[src/rtl/jtag_host_ctrl.sv]
`timescale 1ns/1ps
// jtag_host_ctrl: on-chip JTAG initiator. Turns one-word scan commands
// (TAP reset, IR scan, DR scan, idle-run) into TCK/TMS/TDI waveforms and
// returns the TDO bits captured during the shift phase.
// Ports: clk/rst_n (async, active low); cmd_valid/cmd_ready handshake with
// cmd_op/cmd_len/cmd_data; rsp_valid pulse with rsp_data; busy;
// TCK/TMS/TDI driven to the TAP, TDO sampled from it.
module jtag_host_ctrl #(
    parameter int DIV       = 2,
    parameter int MAX_LEN   = 16,
    parameter int IDLE_TCKS = 3
) (
    input  logic               clk,
    input  logic               rst_n,
    input  logic               cmd_valid,
    output logic               cmd_ready,
    input  logic [1:0]         cmd_op,
    input  logic [4:0]         cmd_len,
    input  logic [MAX_LEN-1:0] cmd_data,
    output logic               rsp_valid,
    output logic [MAX_LEN-1:0] rsp_data,
    output logic               busy,
    output logic               TCK,
    output logic               TMS,
    output logic               TDI,
    input  logic               TDO
);

    localparam int DW = (DIV > 1) ? $clog2(DIV) : 1;
    localparam int IW = (MAX_LEN > 1) ? $clog2(MAX_LEN) : 1;

    typedef enum logic [2:0] {
        S_RESET, S_IDLE, S_HDR, S_SHIFT, S_TAIL, S_RTI, S_DONE
    } state_t;

    state_t             state_q, state_d, nxt;
    logic [4:0]         cnt_q, cnt_d;
    logic [DW-1:0]      div_q, div_d;
    logic               tck_q, tck_d;
    logic               tms_q, tms_d;
    logic               tdi_q, tdi_d;
    logic [1:0]         op_q, op_d;
    logic [4:0]         len_q, len_d;
    logic [MAX_LEN-1:0] data_q, data_d;
    logic [MAX_LEN-1:0] cap_q, cap_d;
    logic               auto_q, auto_d;
    logic               rsp_valid_q, rsp_valid_d;
    logic [MAX_LEN-1:0] rsp_data_q, rsp_data_d;
    logic               last;
    logic [4:0]         clen;
    logic [1:0]         pins;
    logic               is_ir;
    logic [4:0]         rti_len;

    assign is_ir   = (op_q == 2'b01);
    assign rti_len = (op_q == 2'b11) ? len_q : 5'(IDLE_TCKS);

    // {TMS, TDI} to present for bit c of state st
    function automatic logic [1:0] pin_val(
        input state_t             st,
        input logic [4:0]         c,
        input logic               ir,
        input logic [4:0]         n,
        input logic [MAX_LEN-1:0] d
    );
        logic [1:0] r;
        r = 2'b00;
        case (st)
            S_RESET: r = {c < 5'd5, 1'b0};
            S_HDR: begin
                // last header edge is Capture: TMS=1 skips Shift when len=0
                if (c == (ir ? 5'd3 : 5'd2)) r = {n == 5'd0, 1'b0};
                else r = {ir ? (c < 5'd2) : (c == 5'd0), 1'b0};
            end
            S_SHIFT: r = {c == n - 5'd1, d[c[IW-1:0]]};
            S_TAIL:  r = 2'b10;
            default: r = 2'b00;
        endcase
        return r;
    endfunction

    always_comb begin
        state_d     = state_q;
        cnt_d       = cnt_q;
        div_d       = div_q;
        tck_d       = tck_q;
        tms_d       = tms_q;
        tdi_d       = tdi_q;
        op_d        = op_q;
        len_d       = len_q;
        data_d      = data_q;
        cap_d       = cap_q;
        auto_d      = auto_q;
        rsp_valid_d = 1'b0;
        rsp_data_d  = rsp_data_q;
        pins        = 2'b00;
        last        = 1'b0;
        nxt         = state_q;
        clen        = (cmd_len > 5'(MAX_LEN)) ? 5'(MAX_LEN) : cmd_len;

        unique case (state_q)
            S_RESET: begin
                last = (cnt_q == 5'd5);
                nxt  = auto_q ? S_IDLE : S_DONE;
            end
            S_HDR: begin
                last = (cnt_q == (is_ir ? 5'd3 : 5'd2));
                nxt  = (len_q == 5'd0) ? S_TAIL : S_SHIFT;
            end
            S_SHIFT: begin
                last = (cnt_q == len_q - 5'd1);
                nxt  = S_TAIL;
            end
            S_TAIL: begin
                last = 1'b1;
                nxt  = S_RTI;
            end
            S_RTI: begin
                last = (cnt_q == rti_len - 5'd1);
                nxt  = S_DONE;
            end
            default: begin
                last = 1'b0;
                nxt  = state_q;
            end
        endcase

        if (state_q == S_IDLE) begin
            if (cmd_valid) begin
                op_d   = cmd_op;
                len_d  = clen;
                data_d = cmd_data;
                cap_d  = '0;
                cnt_d  = 5'd0;
                div_d  = '0;
                tck_d  = 1'b0;
                unique case (cmd_op)
                    2'b00:   state_d = S_RESET;
                    2'b01,
                    2'b10:   state_d = S_HDR;
                    default: state_d = (clen == 5'd0) ? S_DONE : S_RTI;
                endcase
                pins  = pin_val(state_d, 5'd0, cmd_op == 2'b01,
                                clen, cmd_data);
                tms_d = (state_d == S_DONE) ? tms_q : pins[1];
                tdi_d = pins[0];
            end
        end else if (state_q == S_DONE) begin
            rsp_valid_d = 1'b1;
            rsp_data_d  = cap_q;
            state_d     = S_IDLE;
        end else begin
            if (div_q == DW'(DIV - 1)) begin
                div_d = '0;
                tck_d = ~tck_q;
                if (!tck_q) begin
                    // rising TCK: sample TDO
                    if (state_q == S_SHIFT) cap_d[cnt_q[IW-1:0]] = TDO;
                end else begin
                    // falling TCK: advance to the next bit
                    if (last) begin
                        state_d = nxt;
                        cnt_d   = 5'd0;
                    end else begin
                        cnt_d = cnt_q + 5'd1;
                    end
                    if (state_d == S_DONE || state_d == S_IDLE) begin
                        tdi_d = 1'b0;
                    end else begin
                        pins  = pin_val(state_d, cnt_d, is_ir, len_q, data_q);
                        tms_d = pins[1];
                        tdi_d = pins[0];
                    end
                    if (state_d == S_IDLE) auto_d = 1'b0;
                end
            end else begin
                div_d = div_q + DW'(1);
            end
        end
    end

    always_ff @(posedge clk or negedge rst_n) begin
        if (!rst_n) begin
            state_q     <= S_RESET;
            cnt_q       <= 5'd0;
            div_q       <= '0;
            tck_q       <= 1'b0;
            tms_q       <= 1'b1;
            tdi_q       <= 1'b0;
            op_q        <= 2'b00;
            len_q       <= 5'd0;
            data_q      <= '0;
            cap_q       <= '0;
            auto_q      <= 1'b1;
            rsp_valid_q <= 1'b0;
            rsp_data_q  <= '0;
        end else begin
            state_q     <= state_d;
            cnt_q       <= cnt_d;
            div_q       <= div_d;
            tck_q       <= tck_d;
            tms_q       <= tms_d;
            tdi_q       <= tdi_d;
            op_q        <= op_d;
            len_q       <= len_d;
            data_q      <= data_d;
            cap_q       <= cap_d;
            auto_q      <= auto_d;
            rsp_valid_q <= rsp_valid_d;
            rsp_data_q  <= rsp_data_d;
        end
    end

    assign cmd_ready = (state_q == S_IDLE);
    assign busy      = (state_q != S_IDLE);
    assign rsp_valid = rsp_valid_q;
    assign rsp_data  = rsp_data_q;
    assign TCK       = tck_q;
    assign TMS       = tms_q;
    assign TDI       = tdi_q;

endmodule

[config.mk]
export PLATFORM = sky130hd
export DESIGN_NAME = jtag_host_ctrl
export DESIGN_NICKNAME = d
export VERILOG_FILES = /design/src/rtl/jtag_host_ctrl.sv
export SDC_FILE = /design/constraint.sdc
export NUM_CORES = 1
export LEC_CHECK = 0
export ABC_CLOCK_PERIOD_IN_PS = 5460
export BUFFER_PORTS_ARGS = -buffer_cell sky130_fd_sc_hd__buf_2
export CAP_MARGIN = 10
export CORE_MARGIN = 2
export CORE_UTILIZATION = 63
export DETAILED_ROUTE_END_ITERATION = 8
export GPL_ROUTABILITY_DRIVEN = 0
export PLACE_DENSITY = 0.91
export SYNTH_ARGS = -nofsm -noshare
export SYNTH_HDL_FRONTEND = slang
export SYNTH_SLANG_ARGS = --single-unit
[constraint.sdc]
create_clock -name clk -period 5.46 [get_ports clk]
set_input_delay 0.819 -clock clk [delete_from_list [all_inputs] [get_ports clk]]
set_output_delay 0.819 -clock clk [all_outputs]
set_load 0.02 [all_outputs]
# Yosys cells after proc, flatten, opt, wreduce, memory -nomap -nowiden
# Cells that the tools add are included.
dict set report totals {
  ff_bits 69
  latchBits 0
  ramBits 0
  mem_bits_ro 0
  inputBits 27
  output_inout_bits 22
  word_cells 155
  n_memories 0
}
dict set report classes {
  add_sub_neg 5
  mul 0
  div_mod_pow 0
  magnitude_cmp 6
  n_eq_ne 31
  shift 0
  muxes 70
  bitwise 3
  reduce_logical 27
}
# operator count
set op_table {}
lappend op_table {{$mux 16} 6}
lappend op_table {{$mux 5} 12}
lappend op_table {{$mux 3} 14}
lappend op_table {{$mux 1} 27}
lappend op_table {{$logic_not 5->1} 5}
lappend op_table {{$eq 3x3->1 const B} 7}
lappend op_table {{$eq 5x5->1} 4}
lappend op_table {{$eq 3x2->1 const B} 6}
lappend op_table {{$bwmux 16} 1}
lappend op_table {{$pmux 3 s5} 1}
lappend op_table {{$sub 5x1->5 const B} 3}
lappend op_table {{$lt 4x5->1 const B} 2}
lappend op_table {{$ne 2x2->1 const B} 5}
lappend op_table {{$reduce_and 5->1} 2}
lappend op_table {{$logic_not 3->1} 3}
lappend op_table {{$pmux 2 s4} 1}
lappend op_table {{$eq 3x1->1 const B} 2}
lappend op_table {{$mux 2} 3}
lappend op_table {{$pmux 2 s3} 1}
lappend op_table {{$pmux 3 s2} 1}
lappend op_table {{$reduce_and 2->1} 3}
lappend op_table {{$reduce_and 3->1} 2}
lappend op_table {{$reduce_and 6->1} 1}
lappend op_table {{$reduce_bool 2->1} 3}
lappend op_table {{other kinds (21)} 27}

# Longest topological paths before layout
dict set report logic_depth {
  ltp_word 19
  depth_mapped 12
  ltp_nobuf 11
}

# Worst setup path after synthesis
# OpenSTA, ideal clock, no wires.
dict set report synth_timing {
  path_type {register to register}
  from {reg op_q[1]}
  to {reg tms_q, in the netlist TMS}
  setup_time_ns 0.081
  arrival_ns 2.476
  required_time_ns 5.379
  setup_slack_ns 2.903
  stages_incl_launch_ff 13
  path_buffers 1
  synth_period_minus_slack_ns 2.557
  path_cell_list {dfrtp_1 -> nand3b_1 -> inv_1 -> ha_1 -> and4b_1 -> a311o_1 -> a22oi_1 -> a211oi_4 -> and2_1 -> buf_6 -> o32ai_2 -> nand4b_1 -> a32oi_1}
}
dict set report synth_between {
  elab_chain_len 19
  elab_cells_between_ends 40
  classes_between {add/sub: 1; order compare: 2; eq/ne: 12; mux: 21; reduce/logical: 4}
}
# item line_no
set synth_lines {}
lappend synth_lines {{start: declaration} 42} ;# logic [1:0] op_q, op_d;
lappend synth_lines {{start signal: assignment} 204} ;# op_q <= op_d;
lappend synth_lines {{$eq 2x2->1} 56} ;# assign rti_len = (op_q == 2'b11) ? len_q : 5'(IDLE_TCKS);
lappend synth_lines {{$mux 5} 56}
lappend synth_lines {{$sub 5x1->5} 119} ;# last = (cnt_q == rti_len - 5'd1);
lappend synth_lines {{$eq 5x5->1} 119}
lappend synth_lines {{$pmux 1 s5} 101} ;# unique case (state_q)
lappend synth_lines {{$mux 5} 161} ;# if (last) begin
lappend synth_lines {{$mux 5} 156} ;# if (!tck_q) begin
lappend synth_lines {{$mux 5} 153} ;# if (div_q == DW'(DIV - 1)) begin
lappend synth_lines {{(+3 left out)} n/a}
lappend synth_lines {{$mux 1} 73} ;# else r = {ir ? (c < 5'd2) : (c == 5'd0), 1'b0};
lappend synth_lines {{$mux 2} 72} ;# if (c == (ir ? 5'd3 : 5'd2)) r = {n == 5'd0, 1'b0};
lappend synth_lines {{$pmux 2 s4} 68} ;# case (st)
lappend synth_lines {{$mux 1} 167} ;# if (state_d == S_DONE || state_d == S_IDLE) begin
lappend synth_lines {{$mux 1} 156}
lappend synth_lines {{$mux 1} 153}
lappend synth_lines {{$mux 1} 148} ;# end else if (state_q == S_DONE) begin
lappend synth_lines {{$mux 1} 128} ;# if (state_q == S_IDLE) begin
lappend synth_lines {{end signal: assignment} 202} ;# tms_q <= tms_d;
lappend synth_lines {{end: declaration} 40} ;# logic tms_q, tms_d;
# Several ways; a longest one is shown, not always the timed one. The select of a mux whose other input is x is not followed.
# A chain may end at the register's enable or synchronous reset.

# Worst setup path in the final report
dict set report layout_timing {
  from {reg state_q[0]}
  to {reg tms_q, in the netlist TMS}
}
dict set report layout_between {
  elab_chain_len 16
  elab_cells_between_ends 46
  classes_between {order compare: 2; eq/ne: 17; mux: 20; reduce/logical: 7}
}
# item line_no
set layout_lines {}
lappend layout_lines {{start: declaration} 36} ;# state_t state_q, state_d, nxt;
lappend layout_lines {{start signal: assignment} 198} ;# state_q <= state_d;
lappend layout_lines {{$eq 3x3->1, or another cell as far along} 101}
lappend layout_lines {{$pmux 1 s5} 101}
lappend layout_lines {{$mux 5} 161}
lappend layout_lines {{$mux 5} 156}
lappend layout_lines {{$mux 5} 153}
lappend layout_lines {{$mux 5} 148}
lappend layout_lines {{$mux 5} 128}
lappend layout_lines {{$lt 5x2->1 / $logic_not 5->1 (equally long branches)} 73}
lappend layout_lines {{$mux 1} 73}
lappend layout_lines {{$mux 2} 72}
lappend layout_lines {{$pmux 2 s4} 68}
lappend layout_lines {{$mux 1} 167}
lappend layout_lines {{$mux 1} 156}
lappend layout_lines {{$mux 1} 153}
lappend layout_lines {{$mux 1} 148}
lappend layout_lines {{$mux 1} 128}
# Several ways; a longest one is shown, not always the timed one. The select of a mux whose other input is x is not followed.

==> summary.txt <==
Outcome
  – Status: finished clean

Final layout
  – Synth-to-Final Area Change: 10.93%
  – ANT cells: 0
  – Proportion of layout cells with a drive suffix above 1: 0.2286
  – Utilization after layout: 0.7142
  – Fin nets: 499
  – Fillcell total: 424
  – Design Area, Final: 4483 um2

Timing
  – Final setup fails: 0
  – Hold Vio Cnt, Final: 0
  – FMAX: 268.9 MHz
  – Final Cycle Share: 0.6811
  – RSZ-0062 raised after global routing: no
  – Setup TNS: 0 ns
  – Worst slew pin tran: 1.213 ns
  – Setup Skew: 0.009250 ns
  – Tmin final: 3.719 ns
  – Headroom to the max-slew limit: 0.1803
  – Max-slew violations: 0

Yosys
  – Ys flop type: dfrtp_1
  – Post-synth ARST share: 1.000
  – Synth Instances: 425
  – Yosys cell types: 73
  – Area leader, netlist: dfrtp_1
  – Yosys warnings: 0
  – #FFs+latches synth: 69
  – Syn_nets: 461
  – Largest cells by area after synthesis: dfrtp_1 (41%), nand2_1 (7.3%), o21ai_0 (5.9%)
  – EDFF count, synth: 0
  – Top-area cell type share of the netlist area: 0.4149
  – Syn Area/Cell: 9.509 um2
  – Mapped Area: 4041 um2
  – Sequential fraction of the synthesis area: 0.4279

Die
  – DIE HEIGHT: 84.09 um
  – DIE WIDTH: 84.09 um
  – FP Rows: 29
  – Initial Util: 0.6438
  – IO Count: 49
  – Core region area: 6277 um2
  – Die ar.: 7071 um2

Critical path
  – CP Data Required Time: 5.73 ns
  – Critical R2R Capture: TMS
  – Worst R2R Start: state_q[0]
  – CP max stage delay: 0.74 ns
  – R2R setup slack: 1.74 ns
  – Crit-path cells: inv_1 > nand3_1 > clkinv_1 > nor2_1 > nand3_1 > nand2_1 > o31ai_1 > a221o_1 > a32oi_1
  – Critical Path Slowest Stage Cell: dfrtp_1
  – Worst EP arrival: 3.99 ns
  – Critical Path Fanout Max: 21
  – Setup CP Type: reg -> reg
  – Crit. End Element: register
  – Most used cell, CP: nand3_1
  – Crit path launch type: register
  – Path depth of the worst reg2reg path: 9

GRT
  – First-pass GRT wire length: 16710 um
  – Initial antenna violation count: 0
  – Largest net degree at the start of global routing: 70
  – Overall routing resource usage: 0.2933
  – Global route total overflow: 0
  – Vias in the first global route: 3476

Clock tree
  – CTS Root Cell: clkbuf_8
  – Resized Gates After CTS: 0
  – CTS tree: built
  – TritonCTS buffer count: 9
  – Clk sinks: 69
  – H-tree lvl count: 3
  – Clock transition at path regs: 0.08 ns
  – Clock buffer depth: 2
  – Worst-skew pair later-pin latency: 0.35 ns
  – CTS Hold Bufs: 0
  – Postcts setup bufs: 0

Min path
  – Hold EP: rsp_data[14]
  – Hold Path Class: reg -> reg
  – Hold depth: 2
  – Hold path start: cap_q[14]

Routing
  – WL final: 9972 um
  – Starting DRT DRC Count: 528
  – Final ANT Viol Nets: 0
  – Via/cell ratio: 6.545
  – First-pass detailed-route iteration total: 7
  – # DRC: 0
  – Wire per inst: 18.30 um
  – Via count: 3567

Run
  – Max-capacitance violation count: 0

Power and ir drop
  – Total power per unit cell area: 625.5 nW/um2
  – VDD IR max: 0.3518 mV
  – Leak: 0.002080 uW

Place
  – HPWL after DPL: 6719 um
  – Buffers on Ports: 48
  – Area post-placement: 4235 um2
[metrics by stage]
stage	power [uW]	cells	hold WS (ns)	setup WS (ns)
2_1_floorplan	1940	425	0.4323	2.903
3_3_place_gp	2159	529	0.4494	2.091
3_5_place_dp	2231	529	0.4512	1.805
4_1_cts	2768	545	0.4701	1.753
5_1_grt	2969	545	0.4874	1.352
6_report	2804	545	0.4637	1.741
[worst max-delay path: cells and delay by family (launching register included)]
kind	cells	cell delay (ns)
AND/OR/NAND/NOR	4	1.32
flip-flops	1	0.74
AO/OA/AOI/OAI	3	0.64
buffers and inverters	2	0.93
[per-layer routing]
layer,track usage,vias up,part of all wire
met5,0,-,0
met4,0.1334,0,0.033
met3,0.05143,41,0.090
met2,0.4632,236,0.47
met1,0.3963,1687,0.40
li1,-,1603,-
[where the power goes]
group          total [uW]  switching [uW]  internal (uW)  leakage [uW]
registers             928             234            694      0.000900
logic                1360             806            552       0.00106
clock network         519             201            318      0.000120
[cells in the final DEF, fill, tap and decap left out, drive strengths merged, types with 3 or more instances in the layout]
master	count
nand3	8
nand2	80
a21o	3
mux2i	3
nor3	4
nand2b	9
o21a	3
nor4	3
a21oi	24
mux2	20
clkbuf	11
buf	49
xnor2	8
nor2b	4
xor2	3
ha	9
nor2	15
o31ai	5
mux4	4
bufinv	3
a31oi	10
o21ai	48
inv	15
dfrtp	67
o32ai	3
a211oi	3
and4b	3
[how the worst max path moves through the flow]
| stage | from | to |
|---|---|---|
| final | state_q[0] | TMS |
| after global placement | state_q[0] | TMS |
| after floorplan | op_q[1] | TMS |
| after CTS | state_q[0] | TMS |
| after detailed placement | state_q[0] | TMS |
| after global routing | state_q[0] | TMS |
[Yosys cell counts, types with 2 or more instances]
master      n
and4b_1     3
nand2b_1    9
nor2b_1     4
nor2_1     15
xnor2_1     8
buf_6       4
nand4_1     2
mux2_2     20
nor4_1      3
nand2_1    79
o21ai_0    48
a31oi_1    10
ha_1        9
dfstp_2     2
a221oi_1    2
buf_4       2
o22ai_1     2
a21oi_1    24
o2111ai_1   2
nor4b_1     2
dfrtp_1    67
o31ai_1     5
a22oi_1     2
mux4_2      4
clkbuf_1   12
and2b_4     2
inv_1      13
o32ai_2     2
nor3_1      4
clkbuf_8    3
mux2i_1     3
a21o_1      2
o21a_1      3
and2_1      2
a211oi_4    2
nand3_1     8
or3_1       2
nand3b_1    2
xor2_1      3
[sequential cells by signal (all words and copies together), names as in the netlist]
name / flops
auto_q: 1
data_q: 16
cnt_q: 5
op_q: 2
div_q: 1
len_q: 5
state_q: 3
TDI: 1
rsp_valid: 1
rsp_data: 16
cap_q: 16
TMS: 1
TCK: 1
[layout make-up]
cell class	instances	area [um2]	share of cell area
well taps	77	96.34	0.02149
repair buffers	49	247.7	0.05526
flip-flops and latches	69	1729	0.3857
inverters	15	56.30	0.01256
clock inverters	5	106.4	0.02372
clock buffers	11	141.4	0.03154
multi-input cells	319	2106	0.4697
[cells by family after synthesis]
kind of cell	after synthesis	share of synthesized area
and+or+nand+nor	148	0.1808
xor gates and xnor gates	11	0.02384
muxes	27	0.08545
adders and majority gates	9	0.02786
DFF	69	0.4279
buffers and inverters	37	0.05108
AOI/OAI and AO/OA	124	0.2031
Power figures use the tool's default switching activity.
